`config.mk`:
```
export PLATFORM = sky130hd
export DESIGN_NAME = sensor_sample_sched
export DESIGN_NICKNAME = d
export VERILOG_FILES = /design/src/rtl/sensor_sample_sched.sv
export SDC_FILE = /design/constraint.sdc
export NUM_CORES = 1
export LEC_CHECK = 0
export CAP_MARGIN = 40
export CORE_MARGIN = 5
export CORE_UTILIZATION = 60
export CTS_CLUSTER_DIAMETER = 120
export DETAILED_ROUTE_END_ITERATION = 12
export GPL_ROUTABILITY_DRIVEN = 0
export GPL_TIMING_DRIVEN = 0
export PLACE_DENSITY_LB_ADDON = 0.1
export SYNTH_ARGS = -nofsm -noshare
export SYNTH_HDL_FRONTEND = slang
export SYNTH_SLANG_ARGS = --single-unit
```
`constraint.sdc`:
```
create_clock -name clk -period 7.12 [get_ports clk]
set_clock_uncertainty 0.1 [all_clocks]
set_input_delay 1.424 -clock clk [delete_from_list [all_inputs] [get_ports clk]]
set_output_delay 1.424 -clock clk [all_outputs]
set_load 0.1 [all_outputs]
```
`src/rtl/sensor_sample_sched.sv`:
```
// sensor_sample_sched: paced sensor sampling into a small FIFO streamed out over valid/ready with end-of-frame marking.
module sensor_sample_sched #(
  parameter int DATA_W     = 8,
  parameter int DIV_W      = 16,
  parameter int LEN_W      = 10,
  parameter int FIFO_DEPTH = 4
) (
  input  logic              clk,
  input  logic              reset,
  input  logic              start,
  input  logic              abort,
  input  logic [DIV_W-1:0]  sample_div,
  input  logic [LEN_W-1:0]  frame_len,
  input  logic [DATA_W-1:0] sensor_data,
  output logic [DATA_W-1:0] m_data,
  output logic              m_valid,
  input  logic              m_ready,
  output logic              m_last,
  output logic              busy,
  output logic              done,
  output logic              overrun
);
  localparam int AW = $clog2(FIFO_DEPTH);
  typedef enum logic [1:0] {IDLE, RUN, DRAIN, DONE} state_t;
  state_t state_q, state_d;
  logic [DIV_W-1:0] div_q, div_d, div_cnt_q, div_cnt_d;
  logic [LEN_W-1:0] len_q, len_d, smp_cnt_q, smp_cnt_d;
  logic overrun_q, overrun_d;
  logic [AW:0] wr_q, wr_d, rd_q, rd_d;
  logic [DATA_W:0] mem_q [FIFO_DEPTH];
  logic empty, full, tick, last, push, pop;
  // Extra pointer bit distinguishes full from empty when the indices match.
  assign empty = wr_q == rd_q;
  assign full = (wr_q[AW] != rd_q[AW]) && (wr_q[AW-1:0] == rd_q[AW-1:0]);
  assign tick = state_q == RUN && div_cnt_q == div_q;
  assign last = smp_cnt_q == len_q - LEN_W'(1);
  assign push = tick && !full;
  assign pop = m_valid && m_ready;
  assign m_valid = !empty;
  assign m_data = empty ? '0 : mem_q[rd_q[AW-1:0]][DATA_W-1:0];
  assign m_last = empty ? 1'b0 : mem_q[rd_q[AW-1:0]][DATA_W];
  assign busy = state_q != IDLE;
  assign done = state_q == DONE;
  assign overrun = overrun_q;
  always_comb begin
    state_d = state_q;
    div_d = div_q;
    len_d = len_q;
    div_cnt_d = div_cnt_q;
    smp_cnt_d = smp_cnt_q;
    overrun_d = overrun_q;
    wr_d = wr_q + (AW+1)'(push);
    rd_d = rd_q + (AW+1)'(pop);
    case (state_q)
      IDLE: if (start) begin
        div_d = sample_div;
        len_d = frame_len;
        overrun_d = 1'b0;
        div_cnt_d = '0;
        smp_cnt_d = '0;
        state_d = frame_len == '0 ? DONE : RUN;
      end
      RUN: begin
        div_cnt_d = tick ? '0 : div_cnt_q + DIV_W'(1);
        if (tick) begin
          smp_cnt_d = smp_cnt_q + LEN_W'(1);
          overrun_d = overrun_q | full;
          if (last) state_d = DRAIN;
        end
      end
      DRAIN: if (rd_d == wr_q) state_d = DONE;
      default: state_d = IDLE;
    endcase
    if (abort) begin
      state_d = IDLE;
      wr_d = '0;
      rd_d = '0;
    end
  end
  always_ff @(posedge clk or negedge reset) begin
    if (!reset) begin
      state_q <= IDLE;
      div_q <= '0;
      len_q <= '0;
      div_cnt_q <= '0;
      smp_cnt_q <= '0;
      overrun_q <= 1'b0;
      wr_q <= '0;
      rd_q <= '0;
    end else begin
      state_q <= state_d;
      div_q <= div_d;
      len_q <= len_d;
      div_cnt_q <= div_cnt_d;
      smp_cnt_q <= smp_cnt_d;
      overrun_q <= overrun_d;
      wr_q <= wr_d;
      rd_q <= rd_d;
    end
  end
  // Storage needs no reset: entries are only visible behind a valid pointer.
  always_ff @(posedge clk) begin
    if (push) mem_q[wr_q[AW-1:0]] <= {last, sensor_data};
  end
endmodule
```
==> metrics.txt <==
Startpoint Class register; die area 0.00987 mm2; period utilisation layout 0.608; post-CTS setup buffer count 0; Fillers 510; Rel. slew slack 0.464; setup ws final 2.79 ns; root buf cell clkbuf_8; P_leak 2.33 nW; vias in the first global route 3280; P_int 1.07 mW; post-synthesis cell count 373; fmax 231 MHz; Final Hold Fails 0; IO Port Bufs 51; biggest cell delay along the critical path 0.50 ns; maximum root-to-sink buffer count 2; CP top delay family buffers and inverters; initial antenna violation count 0; Synth Area in Simple Gates 0.152; Sw Share 0.330; vias per cell 5.68; CP Capture Type output port; Seq/Total Area, Yosys 0.544; Synth Register Bits 97; Remaining Overflow, GRT 0; DR iter-0 viols 156; Clock power frac 0.227; CORE AREA 0.00777 mm2; most used flip-flop cell after synthesis dfrtp_1; synthesized cell area 0.00479 mm2; syn_area_per_cell 12.8 um2; DR vias 3170; RSZ-0062 raised after global routing no; Synth Area in Adders 0.0287; R2R setup slack 3.56 ns; GRT Util Overall 0.206; first-pass GRT wire length 15800 um; Max FO, Critical Path 10; Rows 32; Crit path required time 5.60 ns; measured slew at the worst slew-check pin 0.800 ns; Flop pwr share 0.472; Synth async-reset ratio 0.629; Initial Util 0.617; Crit path depth 7; Max-Cap Viols 0; Die X 99.4 um; clock sink total 97; Setup Viol. Count Final 0; CP Buf/Inv Count 4; Netlist cell types 51; slowest stage cell, crit path clkbuf_1; Hold Crit Class reg2reg; Hold Crit Start overrun; Synth Net Count 423; switching power 0.525 mW; status finished clean; largest family of logic cells by synthesized area simple AND/OR/NAND/NOR gates; portion of netlist area occupied by mux cells 0.116; commonest cells after routing, fill and taps aside 61 x dfrtp_1, 50 x clkdlybuf4s50_1, 36 x edfxtp_1, 32 x xnor2_1; commonest non-fill, non-tap cell in the layout dfrtp_1; residual DRC count 0; Initial DRT Pass Iterations 4; most used cell, CP clkbuf_1; CTS clk-pin slew, worst paths 0.09 ns; Die Height 99.4 um; CTS tree built; minimum clock period 4.33 ns; Post-CTS Resized 0; WHS Path Cells 2; Critical Path AT 2.81 ns; fin util 0.757; Skew-Pair Late Insertion Delay 0.36 ns; DPL Wire Length 7020 um; cts hold-fix bufs 0; WS Path Type reg2out; xor/xnor share of the synthesized area 0.0987; top-level I/O count 52; pre-CTS setup slack 3.17 ns; TNS Setup 0 ns; wire per inst 17.1 um; largest net degree at the start of global routing 33; Final Max Slew Viols 0; share of cells above drive strength 1 0.195; Cell Pwr Density 271 mW/mm2; cts bufs inserted 9; Post-synth EDFFs 36; routed wire length 9570 um; number of nets in the layout 501; Worst IR Drop VDD 0.145 mV; layout overhead on the synthesized area 22.6%; cells on worst reg2reg path 13; H-tree Lvls 3; Syn. warnings 0; CP cell instances clkbuf_1 -> xnor2_1 -> and3_1 -> clkbuf_1 -> nor2b_1 -> clkdlybuf4s50_1 -> buf_8; ANT nets after route 0; power share of the combinational group 0.301; reg2reg start rd_q[1]; Compound-Gate Fraction of Synth Area 0.0415; Worst Setup SP rd_q[1]; Inserted Diodes 0
## worst min-delay path, cell delays in order (launching register included)
cell     delay, ns
dfrtp_1       0.35
a21oi_1       0.04
nor2_1        0.09
## state kept, by name, summed over array words and instances, names as in the netlist
name,count
overrun,1
div_q,16
len_q,10
wr_q,3
mem_q,36
rd_q,3
state_q,2
div_cnt_q,16
smp_cnt_q,10
## power groups by stage
stage,sequential [mW],clock (mW),combinational [mW]
floorplan,0.739,0,0.359
global placement,0.757,0,0.452
detailed placement,0.762,0,0.480
CTS,0.750,0.367,0.484
global route,0.764,0.393,0.519
finish,0.751,0.362,0.479
## Yosys cell counts (2+ instances only)
cell type | number | area share
a21oi_1 | 4 | 0.0042
and2_1 | 6 | 0.0078
and2b_1 | 2 | 0.0031
and3_1 | 7 | 0.0091
and4_1 | 2 | 0.0037
buf_2 | 6 | 0.0063
clkbuf_1 | 5 | 0.0039
dfrtp_1 | 61 | 0.32
edfxtp_1 | 36 | 0.23
ha_1 | 11 | 0.029
inv_1 | 10 | 0.0078
mux2_2 | 26 | 0.061
mux2i_1 | 5 | 0.010
mux4_2 | 9 | 0.042
nand2_1 | 13 | 0.010
nand2b_1 | 3 | 0.0039
nand3_1 | 8 | 0.0084
nand3b_1 | 2 | 0.0031
nand4_1 | 14 | 0.018
nand4_2 | 3 | 0.0078
nor2_1 | 26 | 0.020
nor2b_1 | 16 | 0.021
nor3_1 | 3 | 0.0031
nor3b_1 | 4 | 0.0063
nor4_1 | 3 | 0.0039
nor4_2 | 2 | 0.0052
o21ai_0 | 8 | 0.0084
o21ai_1 | 2 | 0.0021
or3_1 | 2 | 0.0026
xnor2_1 | 32 | 0.058
xor2_1 | 22 | 0.040
## final cells by class
type	instances	area, um2	area share
buffer	11	48.8	0.00830
tap	102	128	0.0217
multi-input combinational	254	2100	0.357
sequential	97	2610	0.444
timing repair buffer	67	748	0.127
clock buffer	10	138	0.0234
clock inverter	6	66.3	0.0113
inverter	11	41.3	0.00703
## per-layer routing
layer	wire (um)	global-route usage
met2	5020	0.357
met1	4030	0.263
met4	142	0.0798
met3	377	0.0302
met5	0	0
## stage by stage
step	total power, mW	instances	hold WS (ns)	area (um2)
after floorplan	1.10	373	0.400	4790
after global placement	1.21	526	0.381	5430
after detailed placement	1.24	542	0.415	5670
after CTS	1.60	558	0.435	5880
after global routing	1.68	558	0.451	5880
final	1.59	558	0.425	5880
## worst paths after layout
path	to
worst max register to register	state_q[1]
worst max-delay path	m_data[4]
min in group asynchronous	state_q[1]
worst min-delay path	overrun
worst min register to register	overrun
max in group asynchronous	div_cnt_q[5]
## logic make-up (layout without fill, tap and decap cells)
logic type	count (synthesis)	after routing
AO/OA/AOI/OAI	25	25
XOR/XNOR	54	54
buffers and inverters	22	105
AND/OR/NAND/NOR	123	123
adder cells (fa/ha/maj)	11	11
flip-flops	97	97
multiplexers	41	41
Power figures use the tool's default switching activity.
